===== config.mk =====
export PLATFORM = sky130hd
export DESIGN_NAME = lsu_align_ctrl
export DESIGN_NICKNAME = d
export VERILOG_FILES = /design/src/rtl/lsu_pkg.sv /design/src/rtl/lsu_load_ext.sv /design/src/rtl/lsu_align_ctrl.sv
export SDC_FILE = /design/constraint.sdc
export NUM_CORES = 1
export LEC_CHECK = 0
export BUFFER_PORTS_ARGS = -buffer_cell sky130_fd_sc_hd__clkbuf_2
export CAP_MARGIN = 20
export CORE_MARGIN = 2
export CORE_UTILIZATION = 40
export CTS_CLUSTER_DIAMETER = 60
export DETAILED_ROUTE_END_ITERATION = 10
export PLACE_DENSITY = 0.68
export SLEW_MARGIN = 20
export SYNTH_ARGS = -nofsm -noshare
export SYNTH_HDL_FRONTEND = slang
export SYNTH_SLANG_ARGS = --single-unit

===== constraint.sdc =====
create_clock -name clk -period 5.74 [get_ports clk]
set_input_delay 1.435 -clock clk [delete_from_list [all_inputs] [get_ports clk]]
set_output_delay 1.435 -clock clk [all_outputs]
set_load 0.05 [all_outputs]

===== src/rtl/lsu_pkg.sv =====
// Shared encodings and alignment helper for the load/store alignment controller.
package lsu_pkg;

  typedef enum logic [1:0] {
    SZ_B = 2'b00,
    SZ_H = 2'b01,
    SZ_W = 2'b10,
    SZ_D = 2'b11
  } size_e;

  typedef enum logic [1:0] {
    ST_IDLE  = 2'b00,
    ST_ISSUE = 2'b01,
    ST_WAIT  = 2'b10,
    ST_RESP  = 2'b11
  } state_e;

  // off is the low three address bits; each size only looks at the bits it needs.
  function automatic logic misaligned(input logic [1:0] size, input logic [2:0] off);
    case (size)
      SZ_B:    return 1'b0;
      SZ_H:    return off[0];
      SZ_W:    return |off[1:0];
      default: return |off;
    endcase
  endfunction

endpackage


===== src/rtl/lsu_load_ext.sv =====
// Combinational lane shift of the raw read word plus zero/sign extension by access size.
module lsu_load_ext
  import lsu_pkg::*;
#(
  parameter int DATA_W = 32
) (
  input  logic [DATA_W-1:0]            rdata,
  input  logic [$clog2(DATA_W/8)-1:0]  off,
  input  logic [1:0]                   size,
  input  logic                         sign,
  output logic [DATA_W-1:0]            data
);

  logic [DATA_W-1:0] sh;
  logic [DATA_W-1:0] keep;
  logic              ext;

  always_comb begin
    sh   = rdata >> {off, 3'b000};
    keep = '1;
    ext  = 1'b0;
    case (size)
      SZ_B: begin
        keep = DATA_W'(8'hFF);
        ext  = sign & sh[7];
      end
      SZ_H: begin
        keep = DATA_W'(16'hFFFF);
        ext  = sign & sh[15];
      end
      SZ_W: begin
        keep = DATA_W'(32'hFFFF_FFFF);
        ext  = sign & sh[31];
      end
      default: begin
        keep = '1;
        ext  = 1'b0;
      end
    endcase
    // Bits above the access width take the extension bit; with keep all ones this is a pass-through.
    data = (sh & keep) | ({DATA_W{ext}} & ~keep);
  end

endmodule


===== src/rtl/lsu_align_ctrl.sv =====
// Load/store alignment controller: alignment check, lane steering and a req/gnt/rvalid memory handshake.
module lsu_align_ctrl
  import lsu_pkg::*;
#(
  parameter int DATA_W = 32,
  parameter int ADDR_W = 32
) (
  input  logic                clk,
  input  logic                reset,
  input  logic                req_valid,
  output logic                req_ready,
  input  logic                req_we,
  input  logic [1:0]          req_size,
  input  logic                req_signed,
  input  logic [ADDR_W-1:0]   req_addr,
  input  logic [DATA_W-1:0]   req_wdata,
  output logic                mem_req,
  input  logic                mem_gnt,
  output logic                mem_we,
  output logic [ADDR_W-1:0]   mem_addr,
  output logic [DATA_W/8-1:0] mem_be,
  output logic [DATA_W-1:0]   mem_wdata,
  input  logic                mem_rvalid,
  input  logic [DATA_W-1:0]   mem_rdata,
  output logic                resp_valid,
  input  logic                resp_ready,
  output logic [DATA_W-1:0]   resp_rdata,
  output logic                resp_err
);

  localparam int BE_W  = DATA_W / 8;
  localparam int OFF_W = $clog2(BE_W);

  state_e            state;
  logic              lat_we;
  logic              lat_sgn;
  logic [1:0]        lat_size;
  logic [OFF_W-1:0]  lat_off;

  logic [OFF_W-1:0]  off;
  logic [BE_W-1:0]   be_calc;
  logic [DATA_W-1:0] wdata_calc;
  logic [DATA_W-1:0] ext_data;
  logic              bad_req;

  assign off        = req_addr[OFF_W-1:0];
  assign wdata_calc = req_wdata << {off, 3'b000};
  assign bad_req    = misaligned(req_size, req_addr[2:0]) || (req_size == SZ_D && DATA_W == 32);

  always_comb begin
    case (req_size)
      SZ_B:    be_calc = BE_W'(1) << off;
      SZ_H:    be_calc = BE_W'(2'b11) << off;
      SZ_W:    be_calc = BE_W'(4'hF) << off;
      default: be_calc = '1;
    endcase
  end

  lsu_load_ext #(.DATA_W(DATA_W)) u_load_ext (
    .rdata (mem_rdata),
    .off   (lat_off),
    .size  (lat_size),
    .sign  (lat_sgn),
    .data  (ext_data)
  );

  // req_ready is a flop held low in reset, so it rises on the first edge after reset release.
  always_ff @(posedge clk or negedge reset) begin
    if (!reset) begin
      state      <= ST_IDLE;
      req_ready  <= 1'b0;
      mem_req    <= 1'b0;
      mem_we     <= 1'b0;
      mem_addr   <= '0;
      mem_be     <= '0;
      mem_wdata  <= '0;
      resp_valid <= 1'b0;
      resp_err   <= 1'b0;
      resp_rdata <= '0;
      lat_we     <= 1'b0;
      lat_sgn    <= 1'b0;
      lat_size   <= '0;
      lat_off    <= '0;
    end else begin
      case (state)
        ST_IDLE: begin
          req_ready <= 1'b1;
          if (req_valid && req_ready) begin
            req_ready <= 1'b0;
            lat_we    <= req_we;
            lat_sgn   <= req_signed;
            lat_size  <= req_size;
            lat_off   <= off;
            if (bad_req) begin
              state      <= ST_RESP;
              resp_valid <= 1'b1;
              resp_err   <= 1'b1;
              resp_rdata <= '0;
            end else begin
              state     <= ST_ISSUE;
              mem_req   <= 1'b1;
              mem_we    <= req_we;
              mem_addr  <= {req_addr[ADDR_W-1:OFF_W], {OFF_W{1'b0}}};
              mem_be    <= be_calc;
              mem_wdata <= wdata_calc;
            end
          end
        end
        ST_ISSUE: begin
          if (mem_gnt) begin
            mem_req <= 1'b0;
            if (mem_rvalid) begin
              state      <= ST_RESP;
              resp_valid <= 1'b1;
              resp_err   <= 1'b0;
              resp_rdata <= lat_we ? '0 : ext_data;
            end else begin
              state <= ST_WAIT;
            end
          end
        end
        ST_WAIT: begin
          if (mem_rvalid) begin
            state      <= ST_RESP;
            resp_valid <= 1'b1;
            resp_err   <= 1'b0;
            resp_rdata <= lat_we ? '0 : ext_data;
          end
        end
        ST_RESP: begin
          if (resp_ready) begin
            state      <= ST_IDLE;
            resp_valid <= 1'b0;
            resp_err   <= 1'b0;
            req_ready  <= 1'b1;
          end
        end
        default: state <= ST_IDLE;
      endcase
    end
  end

endmodule

* Yosys cells after proc, flatten, opt, wreduce, memory -nomap -nowiden
Cells that the tools add are included.
** Storage, ports and cells
- Logic and storage cells :: 91
- Bits of input ports :: 106
- Register bits :: 111
- Output and inout bits :: 105
** Operators by class
- Reductions and logical operators :: 17
- Mux-type cells :: 33
- Equal/unequal tests :: 14
- Bitwise operators :: 8
- Shift-type cells :: 5
** Operators by type and width (count)
- two-way mux 32 bit :: 5
- case mux 32 bit (3 select lines) :: 1
- bitwise AND 32 bit :: 2
- case mux 32 bit (2 select lines) :: 1
- NOT 32 bit :: 1
- bitwise OR 32 bit :: 1
- left shift 32 x 5 -> 32 bit :: 1
- right shift 32 x 5 -> 32 bit :: 1
- AND reduction 4 bit :: 4
- two-way mux 1 bit :: 13
- != test 2 bit, second input constant :: 6
- case mux 4 bit (3 select lines) :: 1
- equality test 2 bit, second input constant :: 5
- two-way mux 2 bit :: 5
- case mux 1 bit (4 select lines) :: 2
- case mux 2 bit (4 select lines) :: 1
- equality test 2 x 1 -> 1 bit, second input constant :: 3
- logical NOT 2 bit :: 3
- case mux 1 bit (3 select lines) :: 2
- case mux 1 bit (2 select lines) :: 2
- AND reduction 2 bit :: 2
- nonzero test 2 bit :: 2
- left shift 1 x 2 -> 4 bit, first input constant :: 1
- left shift 2 x 2 -> 4 bit, first input constant :: 1
- other kinds (9) :: 11

* Logic depth before layout (Yosys ltp)
Gate-level depths: netlist of the first run.
- Word-level depth :: 9
- Mapped depth :: 10
- Mapped depth without buffers :: 7

* Cells and area by module
A second synthesis of the first run with hierarchy kept.
** Unflattened totals
- Cells, all modules :: 580
- Area total of the unflattened synthesis :: 5974.5 sq um
** By module, submodules not included
- lsu_align_ctrl :: times used 1, seq. area each 2777.7 sq um, cells an instance 464, area each 5096.1 sq um
- lsu_load_ext :: times used 1, seq. area each 0.0 sq um, cells an instance 116, area each 878.3 sq um

* Worst setup path after synthesis of the first run
Ideal clock, no wire load.
- Path type :: in2reg
- Start :: in req_size[0]
- End :: reg resp_rdata[10]
- Data required time :: 5614 ps
- Path slack :: 2700 ps
- Setup time :: 126 ps
- Path buffers :: 1
- Stages on the path :: 8
- Arrival :: 2914 ps
- Cell sequence :: inv_1 -> ha_1 -> a21oi_1 -> o21a_2 -> nor3_1 -> nand2_1 -> clkbuf_1 -> a221o_1
** Between the ends
- Word-level cells in the longest chain between the ends :: 5
- Elaborated cells on any way between the ends :: 8
- Those cells by class :: eq/ne (4); mux (1); reduce/logical (3)
** Ends and longest elaborated chain
- start, declared :: line lsu_align_ctrl.sv:13 : input logic [1:0] req_size,
- equality test 2 bit, or another cell as far along :: line lsu_pkg.sv:20 : case (size)
- case mux 1 bit (3 select lines) :: line lsu_pkg.sv:20
- logical OR 1 bit (*) :: line lsu_align_ctrl.sv:48 : assign bad_req = misaligned(req_size, req_addr[2:0]) || (req_size == SZ_D && DATA_W == 32);
- != test 2 bit (no line) (*)
- AND reduction 4 bit (no line) (*)
- end signal, assigned :: line lsu_align_ctrl.sv:116 : resp_rdata <= lat_we ? '0 : ext_data;
- end signal, assigned :: line lsu_align_ctrl.sv:127 : resp_rdata <= lat_we ? '0 : ext_data;
- end, declared :: line lsu_align_ctrl.sv:27 : output logic [DATA_W-1:0] resp_rdata,
Every way passes the cells marked *; elsewhere a longest branch is shown, timed or not.
A chain may end at the register's enable or synchronous reset.

* Worst setup path after layout of the first run
- Start :: in req_addr[0]
- End :: reg resp_rdata[30]
** Between the ends
- Word-level cells in the longest chain between the ends :: 5
- Elaborated cells on any way between the ends :: 6
- Those cells by class :: eq/ne (1); mux (1); reduce/logical (4)
** Ends and longest elaborated chain
- start, declared :: line lsu_align_ctrl.sv:15 : input logic [ADDR_W-1:0] req_addr,
- OR reduction 3 bit or OR reduction 2 bit (tied branches) :: line lsu_pkg.sv:24, lsu_pkg.sv:23
- case mux 1 bit (3 select lines) (*) :: line lsu_pkg.sv:20
- logical OR 1 bit (*) :: line lsu_align_ctrl.sv:48
- != test 2 bit (no line) (*)
- AND reduction 4 bit (no line) (*)
Marked as above.

==> results.tsv, run 1 <==
metric	value	unit
Final Wtd Congestion	0.846	
slowest stage delay, CP	850	ps
Pint	0.00214	W
unrepaired setup endpoints after global routing	false	
Pleak	3.49	nW
Max Freq	258	MHz
first-pass GRT wire length	22.9	mm
# diodes	0	
FF-to-FF Start	state[0]	
mean post-synth cell area	11.3	sq um
Hold Startpoint	mem_be[0]	
Port Buffers	208	
Detailed Routing Iterations Pass 1	5	
worst-path maximum fanout	39	
Top Metal Used	met4	
met2 wire length	6.94	mm
Post-Layout Cell Count	855	
die area	14600	sq um
Num CTS Buffers	9	
crit path kind	primary input to register	
NetSw	0.00230	W
Root Driver	clkbuf_16	
CP required	6030	ps
I/O pin cnt	211	
gate count after technology mapping	483	
layout cell share with drive strength beyond 1	43.6	%
Synth async-reset ratio	100	%
number of synthesized flops with an enable pin	0	
Top delay family on crit path	simple AND/OR/NAND/NOR gates	
Final Slew Violations	0	
Cell Rows	42	
largest net degree at the start of global routing	96	
crit-path cells	clkbuf_2 > nor2_1 > buf_4 > o21ai_1 > o211ai_1 > nor4_4 > a221o_2	
number of remaining DRC errors	0	
Crit. Startpoint	req_addr[0]	
DRT iter0 DRCs	293	
largest family of logic cells by synthesized area	multiplexers	
slew margin rel.	33.9	%
total gr overflow	0	
Longest Clk Path Bufs	2	
critical path's slowest cell	nor4_4	
Routed WL per cell	17.0	um
Compound-Gate Fraction of Synth Area	15.6	%
H-tree depth	3	
Final Hold Viols	0	
Setup crit end kind	register	
sequential cell area fraction in the yosys report	51.0	%
final wirelength	14.6	mm
Logic pwr share	56.5	%
setup TNS	0	ps
DR vias	4474	
Layout area overhead	26.8	%
post-layout power	0.00444	W
Die Width	121	um
yosys warns	0	
Core Region	13300	sq um
outcome	finished, final reports clean	
Setup Viol. Count Final	0	
worst path bufs/invs	2	
met3 wire length	1.18	mm
Mapped Area	5450	sq um
Final period util	67.6	%
Total GRT Usage	20.0	%
CTS-repair resized insts	0	
placed wire-length estimate	10.7	mm
clock sinks	111	
count of different cell masters after synthesis	42	
Simple-Gate Fraction of Synth Area	9.88	%
dpl cells	838	
Worst Tran Pin Value	984	ps
Layout fillers	1177	
VDD IR max	379	uV
switching share of total power	51.8	%
Flop pwr share	30.3	%
fin area	6900	sq um
WP data arrival	4170	ps
DRT antenna net count	0	
XOR/XNOR Fraction of Synth Area	0	%
crit path launch type	primary input	
CTS tree	done	
#FFs+latches synth	111	
Post-CTS Setup Inserts	0	
via/cell ratio	5.23	
part of the power in the clock network	13.3	%
clk_lat worst skew	350	ps
PwrDens	643	nW/um^2
max-cap viol count	0	
Die H	121	um
area post-placement	6600	sq um
CTS hold repair buffers	0	
post-synthesis mux area share	17.0	%
Synth Flop Type	dfrtp_1	
Worst Skew	9.49	ps
post-route minimum period	3880	ps
nets	793	
vias in the first global route	4436	
Synth Area in Adders	2.99	%
initial antenna violation count	0	
Tightest Hold Check Type	register to register	
Starting Density	41.0	%
CTS clk-pin slew, worst paths	70	ps
Metal-1 WL	6.23	mm
==> routing by layer <==
layer / up-vias / GRT usage (%)
met3: 16 / 5.38
li1: 2127 / -
met5: - / 0
met4: 0 / 6.25
met2: 192 / 33.0
met1: 2139 / 25.5
==> path summary, 6_finish.rpt <==
path / to / slack [ps] / depth (start not counted)
min: mem_be[0] / 480 / 2
max: resp_rdata[30] / 1860 / 7
min reg2reg: mem_be[0] / 480 / 2
max reg2reg: resp_rdata[16] / 3110 / 7
max in group asynchronous: resp_rdata[13] / 3700 / 2
min in group asynchronous: resp_rdata[8] / 1140 / 1
==> power groups by stage <==
stage | combinational, W | sequential (W) | clock, W
finish | 0.00251 | 0.00134 | 0.000589
global route | 0.00265 | 0.00139 | 0.000640
CTS | 0.00252 | 0.00134 | 0.000607
detailed placement | 0.00251 | 0.00135 | 0
global placement | 0.00247 | 0.00134 | 0
floorplan | 0.000830 | 0.00242 | 0
==> Yosys cell counts (7+ instances only) <==
cell type  number  share of area [%]
inv_1           7               0.48
nand2_1        55                3.8
o21ai_0        43                4.0
dfrtp_1       111                 51
buf_1           7               0.48
nor2b_1        13                1.5
nor2_1         18                1.2
mux2_2         53                 11
a221o_2         8                1.7
a211oi_1        9                1.2
a21oi_1        22                2.0
ha_1           13                3.0
o31ai_1         8                1.1
clkbuf_1       16                1.1
a221o_1        16                2.9
mux2i_1        33                6.1
a22o_1          8                1.3
==> metrics by stage <==
stage / util [%] / worst slack (ps) / hold WS, ps
after floorplan: - / 2700 / 470
after global placement: 49.6 / 1490 / 464
after global routing: 51.9 / 1700 / 505
after detailed placement: 49.6 / 1280 / 467
after CTS: 51.7 / 1650 / 484
final: 51.9 / 1860 / 478
==> worst min-delay path: cells and delay by family, from the launching register on <==
family	cells	cell delay, ps
simple gates	1	40
flops	1	340
compound gates	1	60
==> area by class of cell <==
class	instances	area [sq um]	area share [%]
multi-input cells	332	2500	36.2
clock inverters	4	28.8	0.417
flip-flops and latches	111	2780	40.2
clock buffers	12	246	3.57
well taps	176	220	3.19
repair buffers	213	1100	16.0
inverters	7	26.3	0.381
==> registers in the layout, indices dropped and copies added (netlist names), 2 cells and up <==
signal / cells
mem_wdata: 32
lat_size: 2
mem_addr: 30
lat_off: 2
mem_be: 4
state: 2
resp_rdata: 32
==> kinds of logic (layout without fill, tap and decap cells) <==
group | Yosys count | in the layout
flops | 111 | 111
simple gates | 108 | 108
compound gates | 123 | 123
fa+ha+maj | 13 | 13
buf+inv | 41 | 236
mux | 86 | 86
other cells | 1 | 2
==> placed cells by master (no fill, tap or decap), drive strengths merged, types with 4 or more instances in the layout <==
master / instances
a211oi: 9
a21oi: 22
a221o: 24
a22o: 8
buf: 6
clkbuf: 219
dfrtp: 111
ha: 13
inv: 8
mux2: 53
mux2i: 33
nand2: 55
nand2b: 4
nor2: 18
nor2b: 13
o21ai: 44
o31ai: 8
No activity file was read; power rests on OpenSTA's default activity.
==> run 2: changes to the inputs <==
- PLACE_DENSITY: 0.68 -> 0.7
- clock period: 5.74 -> 3.25 ns (I/O delays scaled with it)
==> results.tsv, run 2 (synthesis gave the netlist of run 1 again) <==
metric	value	unit
PnR worst setup slack	589	ps
Tightest Hold Check Type	primary input to asynchronous set/reset pin	
Pint	0.00388	W
setup TNS	0	ps
clock sinks	111	
Flop pwr share	29.8	%
Total GRT Usage	20.0	%
fin area	6950	sq um
H-tree depth	3	
total gr overflow	0	
Die H	121	um
WP data arrival	2950	ps
top flop regs	mem_wdata x32, resp_rdata x32, mem_addr x30	
CTS hold repair buffers	0	
commonest non-fill, non-tap cell in the layout	clkbuf_2	
Root Driver	clkbuf_16	
final core utilization	52.3	%
Final Hold Viols	0	
switching share of total power	51.2	%
worst-path maximum fanout	10	
Final period util	81.9	%
Longest Clk Path Bufs	2	
part of the power in the clock network	14.2	%
crit-path cells	inv_1 > ha_1 > a21boi_4 > or3_4 > nor4b_4 > and2b_1 > a221o_2	
die area	14600	sq um
Die Width	121	um
slew margin rel.	35.3	%
number of remaining DRC errors	0	
vias in the first global route	4583	
DRT iter0 DRCs	319	
Cell Rows	42	
crit path launch type	register	
Num CTS Buffers	9	
Detailed Routing Iterations Pass 1	4	
max-cap viol count	0	
Setup Viol. Count Final	0	
initial antenna violation count	0	
unrepaired setup endpoints after global routing	false	
Setup WS pre-CTS	300	ps
Final Slew Violations	0	
NetSw	0.00407	W
DR vias	4558	
CP required	3530	ps
Port Buffers	208	
Pleak	3.52	nW
outcome	finished, final reports clean	
CTS clk-pin slew, worst paths	80	ps
Max Freq	376	MHz
clk_lat worst skew	350	ps
via/cell ratio	5.31	
post-route minimum period	2660	ps
area post-placement	6650	sq um
Layout area overhead	27.6	%
Core Region	13300	sq um
PwrDens	1140	nW/um^2
DRT antenna net count	0	
Worst Tran Pin Value	971	ps
slowest stage delay, CP	540	ps
layout cell share with drive strength beyond 1	43.9	%
nets	798	
Post-CTS Setup Inserts	0	
Routed WL per cell	16.8	um
I/O pin cnt	211	
Logic pwr share	56.0	%
CTS tree	done	
# diodes	0	
Setup crit end kind	register	
CTS-repair resized insts	0	
Layout fillers	1216	
most frequent cells in the layout	clkbuf_2 (207), dfrtp_1 (111), nand2_1 (55)	
VDD IR max	519	uV
first-pass GRT wire length	22.9	mm
crit path kind	register to register	
Starting Density	41.0	%
largest net degree at the start of global routing	96	
critical path's slowest cell	nor4b_4	
Worst Skew	10.8	ps
Final Wtd Congestion	0.897	
placed wire-length estimate	10.7	mm
final wirelength	14.4	mm
==> run 2: changes by cell type in the layout (fill, tap and decap cells not counted), sizes merged <==
cell      before  now
inv            8    7
buf            6   11
bufinv         0    1
clkinvlp       2    1
==> run 2: worst paths after layout <==
check,startpoint,to,slack [ps],cells after the start
hold reg to reg,mem_wdata[14],mem_wdata[14],480,2
setup / recovery,state[0],resp_rdata[25],590,7
hold / removal,reset,resp_rdata[8],310,1
max in group asynchronous,reset,mem_addr[8],2160,2
setup reg to reg,state[0],resp_rdata[25],590,7
min in group clk,mem_wdata[14],mem_wdata[14],480,2
==> run 2: per-layer routing <==
layer	part of all wire, %	track usage [%]
met5	0	0
met4	2.1	8.28
met3	8.4	5.28
met2	47	32.7
met1	42	25.1
==> run 2: area by class of cell <==
cell class                      count  area, sq um  area share (%)
Timing Repair Buffer              218         1130            16.3
Clock buffer                       12          256            3.69
Multi-Input combinational cell    332         2500            35.9
Tap cell                          176          220            3.17
Inverter                            7         26.3           0.378
Clock inverter                      3         42.5           0.612
Sequential cell                   111         2780            40.0
==> run 2: metrics by stage <==
stage                     total power [W]  instances  hold WS, ps
final                             0.00795        859          307
after global routing              0.00836        859          310
after CTS                         0.00800        859          302
after detailed placement          0.00686        844          469
after global placement            0.00675        844          464
after floorplan                   0.00574        484          470
==> run 2: critical path, delay by kind of cell, from the launching register on <==
kind,cells,cell delay (ps)
and+or+nand+nor,3,1360
buffers and inverters,1,100
AOI/OAI and AO/OA,2,420
adders and majority gates,1,330
DFF,1,380
==> run 2: power by group through the flow <==
| stage | Sequential (W) | Combinational, W | Clock, W |
|---|---|---|---|
| after floorplan | 0.00428 | 0.00147 | 0 |
| after global placement | 0.00237 | 0.00438 | 0 |
| after detailed placement | 0.00239 | 0.00447 | 0 |
| after CTS | 0.00238 | 0.00448 | 0.00115 |
| after global routing | 0.00245 | 0.00470 | 0.00121 |
| final | 0.00237 | 0.00445 | 0.00113 |
==> run 3: changes to the inputs <==
- PLACE_DENSITY: 0.7 -> 0.68
- clock period: 3.25 -> 2.6 ns (I/O delays scaled with it)
==> results.tsv, run 3 (synthesis gave the netlist of run 1 again) <==
metric	value	unit
Detailed Routing Iterations Pass 1	5	
Tightest Hold Check Type	primary input to asynchronous set/reset pin	
Routed WL per cell	16.9	um
DRT iter0 DRCs	323	
I/O pin cnt	211	
# diodes	0	
register area	2780	sq um
H-tree depth	3	
commonest non-fill, non-tap cell in the layout	clkbuf_2	
worst-path maximum fanout	8	
CTS-repair resized insts	0	
DR vias	4620	
area occupied by multi-input gates	2500	sq um
Final Slew Violations	0	
critical path's slowest cell	nor3_1	
nets	811	
dpl cells	855	
Final Wtd Congestion	0.853	
DRT antenna net count	0	
Setup crit end kind	register	
number of remaining DRC errors	0	
CP required	2890	ps
crit path kind	register to register	
Root Driver	clkbuf_16	
outcome	finished, final reports clean	
Die H	121	um
final wirelength	14.7	mm
Post-Layout Cell Count	873	
vias in the first global route	4548	
Total GRT Usage	20.4	%
Num CTS Buffers	9	
Final period util	93.0	%
Max Freq	414	MHz
largest net degree at the start of global routing	64	
CTS tree	done	
post-route minimum period	2420	ps
Cell Rows	42	
slew margin rel.	35.2	%
Die Width	121	um
layout cell share with drive strength beyond 1	45.1	%
Starting Density	41.0	%
setup TNS	0	ps
die area	14600	sq um
initial antenna violation count	0	
Worst Tran Pin Value	964	ps
unrepaired setup endpoints after global routing	false	
Pleak	3.60	nW
Worst Skew	5.99	ps
worst path bufs/invs	1	
clk_lat worst skew	350	ps
clock sinks	111	
VDD IR max	800	uV
Layout fillers	1187	
placed wire-length estimate	11.0	mm
Longest Clk Path Bufs	2	
first-pass GRT wire length	23.2	mm
met2 wire length	7.18	mm
met3 wire length	1.25	mm
Setup Viol. Count Final	0	
total gr overflow	0	
crit path launch type	register	
slowest stage delay, CP	750	ps
PwrDens	1420	nW/um^2
Top Metal Used	met4	
Core Region	13300	sq um
top flop regs	mem_wdata x32, resp_rdata x32, mem_addr x30	
Layout area overhead	30.3	%
most frequent cells in the layout	clkbuf_2 (207), dfrtp_1 (111), nand2_1 (55)	
CTS clk-pin slew, worst paths	70	ps
Top delay family on crit path	simple AND/OR/NAND/NOR gates	
CTS hold repair buffers	0	
Port Buffers	208	
crit-path cells	inv_1 > ha_1 > nand3b_1 > or3_4 > nor3_1 > a221o_1	
via/cell ratio	5.29	
WP data arrival	2700	ps
Final Hold Viols	0	
Metal-1 WL	6.10	mm
max-cap viol count	0	
run 3: cell count changes in the layout (fill, tap and decap cells not counted), sizes merged:
cell,previous run,this run
clkinv,1,2
inv,7,8
clkinvlp,1,2
clkbuf,219,217
buf,11,24
run 3: report_power, final:
group	internal, W	total, W	switching [W]	leakage [nW]
logic	0.00168	0.00569	0.00401	2.05
clock network	0.000755	0.00141	0.000652	0.141
registers	0.00249	0.00299	0.000497	1.41
total	0.00492	0.0101	0.00516	3.60
run 3: final timing paths:
check | from | endpoint | slack, ps | depth (start not counted)
worst max-delay path | state[1] | resp_rdata[14] | 180 | 6
worst min-delay path | reset | resp_rdata[10] | 100 | 1
worst max register to register | state[1] | resp_rdata[14] | 180 | 6
worst min register to register | mem_be[0] | mem_be[0] | 480 | 2
max in group asynchronous | reset | mem_addr[16] | 1750 | 2
min in group clk | mem_be[0] | mem_be[0] | 480 | 2
run 3: worst reg2reg max path, cell delays in order, from the launching register on:
cell and delay [ps]:
dfrtp_1 400, inv_1 90, ha_1 320, nand3b_1 120
or3_4 380, nor3_1 750, a221o_1 290
run 3: timing repair:
action / CTS / global route
endpoints found under the setup margin: 0 / 8
buffers inserted: 0 / 2
hold endpoints to repair: 0 / 0
run 3: area by class of cell:
| type | count | area share, % |
|---|---|---|
| clock buffers | 10 | 3.23 |
| flip-flops and latches | 111 | 39.1 |
| inverters | 7 | 0.370 |
| clock inverters | 6 | 0.987 |
| well taps | 176 | 3.10 |
| repair buffers | 231 | 18.0 |
| multi-input cells | 332 | 35.2 |
run 3: layer usage:
| layer | vias to the layer above | global-route usage, % |
|---|---|---|
| met5 | - | 0 |
| met4 | 0 | 6.47 |
| met3 | 13 | 5.57 |
| met2 | 191 | 34.6 |
| met1 | 2248 | 25.1 |
| li1 | 2168 | - |
run 3: through the flow:
step / util [%] / power (W) / hold WS [ps] / cell area [sq um] / worst slack [ps]
2_1_floorplan: - / 0.00718 / 354 / 5450 / 345
3_3_place_gp: 51.0 / 0.00857 / 462 / 6790 / 138
3_5_place_dp: 51.0 / 0.00870 / 470 / 6790 / 73.5
4_1_cts: 53.3 / 0.0102 / 94.5 / 7080 / 138
5_1_grt: 53.4 / 0.0106 / 99.3 / 7100 / 27.4
6_report: 53.4 / 0.0101 / 101 / 7100 / 182
